**config.mk**
```make
export PLATFORM = sky130hd
export DESIGN_NAME = ttt_auto_player
export DESIGN_NICKNAME = d
export VERILOG_FILES = /design/src/rtl/ttt_auto_player.sv
export SDC_FILE = /design/constraint.sdc
export NUM_CORES = 1
export LEC_CHECK = 0
export BUFFER_PORTS_ARGS = -buffer_cell sky130_fd_sc_hd__buf_2
export CORE_AREA = 5 5 80 60
export CTS_BUF_LIST = sky130_fd_sc_hd__clkbuf_4 sky130_fd_sc_hd__clkbuf_8 sky130_fd_sc_hd__clkbuf_16
export CTS_CLUSTER_DIAMETER = 60
export DETAILED_ROUTE_END_ITERATION = 8
export DIE_AREA = 0 0 85 65
export PLACE_DENSITY_LB_ADDON = 0.12
export SYNTH_ARGS = -nofsm -noshare
export SYNTH_HDL_FRONTEND = slang
export SYNTH_SLANG_ARGS = --single-unit
```
**constraint.sdc**
```tcl
create_clock -name clk -period 3.5 [get_ports clk]
set_clock_uncertainty 0.1 [all_clocks]
set_input_delay 0.35 -clock clk [delete_from_list [all_inputs] [get_ports clk]]
set_output_delay 0.35 -clock clk [all_outputs]
set_load 0.005 [all_outputs]
```
**src/rtl/ttt_auto_player.sv**
```systemverilog
// ttt_auto_player: automatic move source for one side of the tic_tac_toe game.
// Keeps a shadow board (own acknowledged moves + observed opponent moves), picks
// a free cell on its turn, pulses place for one cycle and waits for the turn to flip.
// Optional build macro TTT_WIN_SEEK_EN: on our turn, complete a line holding two own
// cells and one free cell straight from IDLE instead of scanning for the first free cell.
// Handshake: place is a single-cycle strobe with cell_select stable; the game's
// acknowledgement is the turn leaving our side (or game_over) while in WAIT_ACK.
module ttt_auto_player #(
    parameter int ACK_TIMEOUT = 16,
    parameter int TMR_W       = 5
) (
    input  logic       clk,
    input  logic       reset,
    input  logic       enable,
    input  logic       my_side,
    input  logic       current_player,
    input  logic       game_over,
    input  logic [3:0] opp_cell,
    input  logic       opp_place,
    output logic [3:0] cell_select,
    output logic       place,
    output logic       busy,
    output logic       done,
    output logic       no_move,
    output logic       err_timeout,
    output logic [3:0] moves_made,
    output logic [2:0] state_dbg
);

    typedef enum logic [2:0] {
        IDLE     = 3'd0,
        SCAN     = 3'd1,
        ISSUE    = 3'd2,
        WAIT_ACK = 3'd3,
        DONE     = 3'd4,
        ERROR    = 3'd5
    } state_t;

    state_t           state;
    logic [8:0]       own_mask;
    logic [8:0]       opp_mask;
    logic [8:0]       occupied;
    logic [8:0]       opp_bit;
    logic [3:0]       idx;
    logic [TMR_W-1:0] timer;
    logic             turn;
    logic             ack;
    logic             opp_valid;

    assign occupied  = own_mask | opp_mask;
    assign turn      = (current_player == my_side);
    assign ack       = !turn || game_over;
    assign opp_bit   = 9'b1 << opp_cell;
    // Opponent moves only count while it is their turn and the cell is legal and empty.
    assign opp_valid = opp_place && !turn && (opp_cell <= 4'd8) && ((occupied & opp_bit) == 9'b0);
    assign state_dbg = state;

`ifdef TTT_WIN_SEEK_EN
    // Line masks: three rows, three columns, two diagonals (bit i = cell i, row-major).
    localparam logic [8:0] LINES [8] = '{9'h007, 9'h038, 9'h1C0, 9'h049,
                                         9'h092, 9'h124, 9'h111, 9'h054};
    logic [8:0] win_mask;
    logic       win_hit;
    logic [3:0] win_cell;

    // Collect the free cell of every line we could complete, then take the lowest index.
    always_comb begin
        win_mask = '0;
        for (int l = 0; l < 8; l++) begin
            if ($countones(own_mask & LINES[l]) == 2 && $countones(~occupied & LINES[l]) == 1)
                win_mask = win_mask | (~occupied & LINES[l]);
        end
        win_hit  = |win_mask;
        win_cell = 4'd0;
        for (int i = 8; i >= 0; i--) begin
            if (win_mask[i]) win_cell = 4'(i);
        end
    end
`endif

    // Record accepted opponent moves into the shadow board.
    always_ff @(posedge clk or posedge reset) begin
        if (reset) begin
            opp_mask <= 9'b0;
        end else if (opp_valid) begin
            opp_mask <= opp_mask | opp_bit;
        end
    end

    // Move FSM with registered outputs; also owns own_mask and the move counter.
    always_ff @(posedge clk or posedge reset) begin
        if (reset) begin
            state       <= IDLE;
            idx         <= 4'd0;
            timer       <= '0;
            own_mask    <= 9'b0;
            cell_select <= 4'd0;
            place       <= 1'b0;
            busy        <= 1'b0;
            done        <= 1'b0;
            no_move     <= 1'b0;
            err_timeout <= 1'b0;
            moves_made  <= 4'd0;
        end else begin
            case (state)
                IDLE: begin
                    place <= 1'b0;
                    if (game_over) begin
                        done  <= 1'b1;
                        busy  <= 1'b0;
                        state <= DONE;
                    end else if (enable && turn) begin
                        busy <= 1'b1;
`ifdef TTT_WIN_SEEK_EN
                        if (win_hit) begin
                            cell_select <= win_cell;
                            place       <= 1'b1;
                            state       <= ISSUE;
                        end else begin
                            idx   <= 4'd0;
                            state <= SCAN;
                        end
`else
                        idx   <= 4'd0;
                        state <= SCAN;
`endif
                    end
                end
                SCAN: begin
                    if (game_over) begin
                        done  <= 1'b1;
                        busy  <= 1'b0;
                        state <= DONE;
                    end else if (!occupied[idx]) begin
                        cell_select <= idx;
                        place       <= 1'b1;
                        state       <= ISSUE;
                    end else if (idx == 4'd8) begin
                        no_move <= 1'b1;
                        done    <= 1'b1;
                        busy    <= 1'b0;
                        state   <= DONE;
                    end else begin
                        idx <= idx + 4'd1;
                    end
                end
                ISSUE: begin
                    place <= 1'b0;
                    timer <= '0;
                    state <= WAIT_ACK;
                end
                WAIT_ACK: begin
                    if (ack) begin
                        own_mask   <= own_mask | (9'b1 << cell_select);
                        moves_made <= moves_made + 4'd1;
                        busy       <= 1'b0;
                        if (game_over) begin
                            done  <= 1'b1;
                            state <= DONE;
                        end else begin
                            state <= IDLE;
                        end
                    end else if (timer == TMR_W'(ACK_TIMEOUT - 1)) begin
                        err_timeout <= 1'b1;
                        busy        <= 1'b0;
                        state       <= ERROR;
                    end else begin
                        timer <= timer + TMR_W'(1);
                    end
                end
                DONE: begin
                    place <= 1'b0;
                    done  <= 1'b1;
                end
                ERROR: begin
                    place <= 1'b0;
                end
                default: begin
                    place <= 1'b0;
                    state <= IDLE;
                end
            endcase
        end
    end

endmodule

```
==> results.json, run 1 <==
{
  "dpl-instance-area_mm2": 0.00243,
  "synth_top_area_cell": "dfrtp_1",
  "crit_path_start_kind": "register",
  "dieArea_mm2": 0.00553,
  "status": "completed",
  "rows": 20,
  "clkTransAtPathRegs_ns": 0.08,
  "io_pins": 27,
  "relSlewSlack_pct": 53.3,
  "peakVddDrop_v": 0.000315,
  "gr-usage-met1_pct": 29.8,
  "grt.busiest_layer": "met1",
  "met3_usage_pct": 4.70,
  "synthesis.area_mm2": 0.00226,
  "firstDrtPassIters": 4,
  "syn_to_final_growth_pct": 11.9,
  "tightest_slew_ns": 0.694,
  "hp-class": "primary input to register",
  "switching_share_pct": 38.0,
  "place_hpwl_um": 3600,
  "clock_latency_ns": 0.29,
  "drtIter0Drc": 188,
  "cp.required_ns": 3.58,
  "synth_compound_area_share_pct": 20.8,
  "cts_made_buffers": 5,
  "final_common_cell": "dfrtp_1",
  "critical_path.top_delay_family": "simple AND/OR/NAND/NOR gates",
  "final_hold_viol_count": 0,
  "ant_nets": 0,
  "ys_async_sr_fraction_pct": 100,
  "grt_max_degree": 41,
  "synthMuxAreaShare_pct": 6.04,
  "synth-edff-count": 0,
  "tns_ns": 0,
  "cts_sinks": 43,
  "slowest_delay_ns": 0.61,
  "totalWireLength_um": 4970,
  "grt_usage_pct": 19.6,
  "worstPathArrival_ns": 2.58,
  "setup_viol": 0,
  "synthTopCellsByArea": "dfrtp_1 48%, nor2_1 4.0%, ha_1 2.8%",
  "antenna_found_initial": 0,
  "core_mm2": 0.00405,
  "viasPerCell": 6.01,
  "criticalPathCategory": "register to register",
  "maxSlewViolCount": 0,
  "synth_flop_cell": "dfrtp_1",
  "diodes": 0,
  "syn-num-nets": 232,
  "drc": 0,
  "finalWeightedCongestion": 0.874,
  "synth-xor-area-share_pct": 2.33,
  "final_nets": 259,
  "synth_top_family_by_area": "compound AO/OA/AOI/OAI gates",
  "stdcell_area_mm2": 0.00252,
  "cts_max_level": 2,
  "vias": 1791,
  "comb_power_share_pct": 32.9,
  "rsz0062_at_grt": "false",
  "p_sw_w": 0.000605,
  "grt_pass1_wl_um": 8560,
  "routedWlPerCell_um": 16.7,
  "crit_path_end_kind": "register",
  "cp_cell_sequence": "ha_1 -> and3_1 -> ha_1 -> nor4_2 -> a311o_1 -> nor2_1 -> a311o_1",
  "period_minus_slack_ns": 2.50,
  "cp_slowest_cell": "nor4_2",
  "power.leakage_nw": 1.27,
  "die_h_um": 65,
  "synth_cell_types": 54,
  "crit_buf_inv": 0,
  "synth_top_area_share_pct": 47.7,
  "fmax_mhz": 400,
  "syn_inst": 216,
  "grtUsageMet2_pct": 27.9,
  "die_x_um": 85,
  "syn_area_per_cell_um2": 10.4,
  "power.share.clock_pct": 19.9,
  "layout_common_cells": "43 x dfrtp_1, 26 x buf_2, 24 x nor2_1",
  "overflow": 0,
  "power.density_mw_per_mm2": 630,
  "clk_path_buf_depth": 2,
  "synth-simple-area-share_pct": 16.1,
  "synth_fa_ha_area_share_pct": 2.77,
  "cts_resized": 0,
  "root_buffer": "clkbuf_8",
  "drive_gt1_share_pct": 23.9,
  "tritoncts": "built",
  "p_seq_share_pct": 47.3,
  "grt_pass1_vias": 1680,
  "period_share_pct": 71.5,
  "cp_max_fo": 6,
  "power_w": 0.00159,
  "synth.yosys.warnings": 0,
  "p_int_w": 0.000987,
  "synth-seq-cells": 43,
  "cap_violations": 0,
  "initial_core_util_pct": 55.7,
  "holdWs_ns": 0.255,
  "port_buffers": 26,
  "ys_seq_area_share_pct": 47.7
}
[per-layer routing]
| layer | part of all wire [%] | wire length (um) |
|---|---|---|
| met2 | 43 | 2120 |
| met1 | 49 | 2420 |
| met3 | 7.9 | 393 |
| met4 | 0.78 | 39 |
| met5 | 0 | 0 |
[Yosys cell counts (3+ instances only)]
cell / instances
xnor2_1: 3
xor2_1: 3
nor2_1: 24
nand4_1: 3
o21ai_0: 8
nand2_1: 12
o31ai_1: 3
a21o_1: 7
a21oi_1: 8
clkbuf_1: 5
a31o_2: 7
inv_1: 15
ha_1: 5
dfrtp_1: 43
mux2i_1: 5
nor3_1: 5
nor4_1: 3
o41ai_1: 3
nand3_1: 5
a41o_1: 4
[metrics by stage]
step	instances	util [%]	setup slack, ns
4_1_cts	298	62.3	0.997
3_5_place_dp	290	59.9	1.02
6_report	298	62.3	0.998
5_1_grt	298	62.3	0.783
3_3_place_gp	290	59.9	1.13
2_1_floorplan	216	-	1.29
[power groups by stage]
stage,Combinational (W),Clock [W],Sequential (W)
global placement,0.000513,0,0.000758
global route,0.000583,0.000352,0.000778
finish,0.000523,0.000316,0.000752
floorplan,0.000420,0,0.000694
CTS,0.000525,0.000327,0.000748
detailed placement,0.000520,0,0.000759
[sequential cells by signal, indices dropped and copies added, names as in the netlist]
signal,cells
no_move,1
place,1
state_dbg,3
done,1
moves_made,4
busy,1
cell_select,4
err_timeout,1
idx,4
opp_mask,9
own_mask,9
timer,5
[worst reg2reg max path, delay by kind of cell (launching register included)]
family / cells / cell delay [ns]
AO/OA/AOI/OAI: 2 / 0.59
adder cells (fa/ha/maj): 2 / 0.43
flip-flops: 1 / 0.41
AND/OR/NAND/NOR: 3 / 0.86
[final cells by class]
type | instances | area, um^2
fillers | 341 | 1530
multi-input cells | 149 | 1080
flip-flops and latches | 43 | 1080
repair buffers | 28 | 148
clock buffers | 6 | 82.6
well taps | 55 | 68.8
inverters | 16 | 60.1
clock inverters | 1 | 5.00
[path summary, 6_finish.rpt]
path / from / to / slack (ns) / cells past startpoint
worst max-delay path: timer[0]$_DFFE_PP0P_ / state_dbg[0]$_DFFE_PP0P_ / 1.0 / 7
worst min-delay path: opp_cell[3] / opp_mask[8]$_DFFE_PP0P_ / 0.26 / 2
worst max register to register: timer[0]$_DFFE_PP0P_ / state_dbg[0]$_DFFE_PP0P_ / 1.0 / 7
worst min register to register: err_timeout$_DFFE_PP0P_ / err_timeout$_DFFE_PP0P_ / 0.36 / 1
max in group asynchronous: reset / own_mask[3]$_DFFE_PP0P_ / 2.25 / 4
min in group asynchronous: reset / moves_made[2]$_DFFE_PP0P_ / 0.35 / 3
[timing repair]
| action | 4_1_cts | 5_1_grt |
|---|---|---|
| hold buffers | 1 | 0 |
| buffers inserted | 0 | 0 |
| hold endpoints to repair | 3 | 0 |
[kinds of logic after synthesis]
kind of cell / Yosys count
simple gates: 69
flops: 43
mux: 10
buf+inv: 24
compound gates: 59
fa+ha+maj: 5
xor+xnor: 6
No activity file was read; power rests on OpenSTA's default activity.
==> run 2: changes to the inputs <==
--- a/config.mk
+++ b/config.mk
@@ -6,11 +6,11 @@
 export NUM_CORES = 1
 export LEC_CHECK = 0
 export BUFFER_PORTS_ARGS = -buffer_cell sky130_fd_sc_hd__buf_2
-export CORE_AREA = 5 5 80 60
+export CORE_AREA = 5 5 85 64
 export CTS_BUF_LIST = sky130_fd_sc_hd__clkbuf_4 sky130_fd_sc_hd__clkbuf_8 sky130_fd_sc_hd__clkbuf_16
 export CTS_CLUSTER_DIAMETER = 60
 export DETAILED_ROUTE_END_ITERATION = 8
-export DIE_AREA = 0 0 85 65
+export DIE_AREA = 0 0 90 69
 export PLACE_DENSITY_LB_ADDON = 0.12
 export SYNTH_ARGS = -nofsm -noshare
 export SYNTH_HDL_FRONTEND = slang
==> constraint.sdc (replaced) <==
create_clock -name clk -period 2.2 [get_ports clk]
set_clock_uncertainty 0.1 [all_clocks]
set_input_delay 0.22 -clock clk [delete_from_list [all_inputs] [get_ports clk]]
set_output_delay 0.22 -clock clk [all_outputs]
set_load 0.005 [all_outputs]
==> results.json, run 2 (synthesis results as in run 1) <==
{
  "status": "completed",
  "setup_viol": 0,
  "pre_cts_slack_ns": 0.0818,
  "hold_start": "opp_cell[3]",
  "final_common_cell": "dfrtp_1",
  "clock_latency_ns": 0.29,
  "criticalPathCategory": "register to register",
  "clk_path_buf_depth": 2,
  "totalWireLength_um": 5080,
  "hp-class": "primary input to register",
  "cap_violations": 0,
  "grt_usage_pct": 17.0,
  "drc": 0,
  "grt_pass1_wl_um": 8690,
  "firstDrtPassIters": 5,
  "routedWlPerCell_um": 16.2,
  "die_x_um": 90,
  "power_w": 0.00260,
  "power.leakage_nw": 1.34,
  "maxSlewViolCount": 0,
  "period_share_pct": 93.8,
  "drive_gt1_share_pct": 28.1,
  "relSlewSlack_pct": 46.6,
  "p_int_w": 0.00162,
  "cts_max_level": 2,
  "final_util_pct": 58.1,
  "period_minus_slack_ns": 2.06,
  "clkTransAtPathRegs_ns": 0.08,
  "ant_nets": 0,
  "io_pins": 27,
  "cp-startpoint": "idx[1]$_DFFE_PP0P_",
  "fillerInstances": 388,
  "diodes": 0,
  "fmax_mhz": 485,
  "post_cts_buffers": 0,
  "syn_to_final_growth_pct": 17.1,
  "vias": 1770,
  "grt_pass1_vias": 1744,
  "crit_path_start_kind": "register",
  "final_nets": 271,
  "initial_core_util_pct": 49.7,
  "worst_slack_ns": 0.137,
  "tritoncts": "built",
  "p_seq_share_pct": 44.5,
  "grt_max_degree": 23,
  "p_sw_w": 0.000977,
  "core_mm2": 0.00455,
  "antenna_found_initial": 0,
  "largestRegisters": "opp_mask: 9 flops, own_mask: 9 flops, timer: 5 flops",
  "tightest_slew_ns": 0.797,
  "power.density_mw_per_mm2": 984,
  "die_h_um": 69,
  "viasPerCell": 5.65,
  "crit_path_end_kind": "register",
  "comb_power_share_pct": 36.2,
  "rows": 21,
  "cp_max_fo": 6,
  "peakVddDrop_v": 0.000607,
  "rsz0062_at_grt": "false",
  "place_hpwl_um": 3830,
  "root_buffer": "clkbuf_8",
  "switching_share_pct": 37.6,
  "timing.rr.start": "idx[1]$_DFFE_PP0P_",
  "cts_sinks": 43,
  "drtIter0Drc": 134,
  "overflow": 0,
  "worstPathArrival_ns": 2.14,
  "cp.required_ns": 2.28,
  "cts_made_buffers": 5,
  "tns_ns": 0,
  "finalWeightedCongestion": 0.817,
  "layout_common_cells": "43 x dfrtp_1, 26 x buf_2, 24 x nor2_1",
  "port_buffers": 26,
  "power.share.clock_pct": 19.3,
  "dieArea_mm2": 0.00621,
  "final_hold_viol_count": 0
}
run 2: path summary, 6_finish.rpt:
kind	end	depth (start not counted)	slack, ns
max in group asynchronous	busy$_DFFE_PP0P_	4	1.06
min in group asynchronous	moves_made[3]$_DFFE_PP0P_	3	0.42
hold reg to reg	opp_mask[6]$_DFFE_PP0P_	2	0.37
setup / recovery	cell_select[2]$_DFFE_PP0P_	5	0.14
setup reg to reg	cell_select[2]$_DFFE_PP0P_	5	0.14
hold / removal	opp_mask[8]$_DFFE_PP0P_	2	0.12
run 2: metrics by stage:
| stage | hold slack, ns | instances | instance area (um^2) |
|---|---|---|---|
| 2_1_floorplan | 0.279 | 216 | 2270 |
| 3_3_place_gp | 0.209 | 304 | 2540 |
| 3_5_place_dp | 0.200 | 304 | 2540 |
| 4_1_cts | 0.111 | 313 | 2640 |
| 5_1_grt | 0.113 | 313 | 2640 |
| 6_report | 0.119 | 313 | 2640 |
run 2: critical path, stage by stage, from the launching register on:
cell and delay, ns:
dfrtp_1 0.39, inv_2 0.12, mux4_2 0.57, a211oi_4 0.34, nor3_4 0.12, mux2_4 0.31
run 2: timing repair:
action / CTS / global route
hold buffers: 1 / 0
endpoints found under the setup margin: 0 / 4
hold endpoints to repair: 21 / 0
gates resized for setup: 0 / 2
run 2: power groups by stage:
stage	combinational [W]	clock, W	sequential [W]
6_report	0.000940	0.000503	0.00116
5_1_grt	0.00106	0.000554	0.00119
4_1_cts	0.000942	0.000522	0.00115
3_5_place_dp	0.000936	0	0.00117
3_3_place_gp	0.000935	0	0.00117
2_1_floorplan	0.000669	0	0.00110
run 2: routing by layer:
metal,share of wire [%],global-route usage (%)
met1,52,26.5
met2,42,23.1
met3,5.8,4.67
met4,0,4.63
met5,0,0
run 2: cell type report:
class / count / area, um^2 / share of cell area [%]
Tap cell: 57 / 71.3 / 2.70
Multi-Input combinational cell: 149 / 1100 / 41.5
Inverter: 16 / 60.1 / 2.27
Timing Repair Buffer: 40 / 250 / 9.47
Clock inverter: 2 / 12.5 / 0.473
Sequential cell: 43 / 1080 / 40.7
Clock buffer: 6 / 76.3 / 2.89
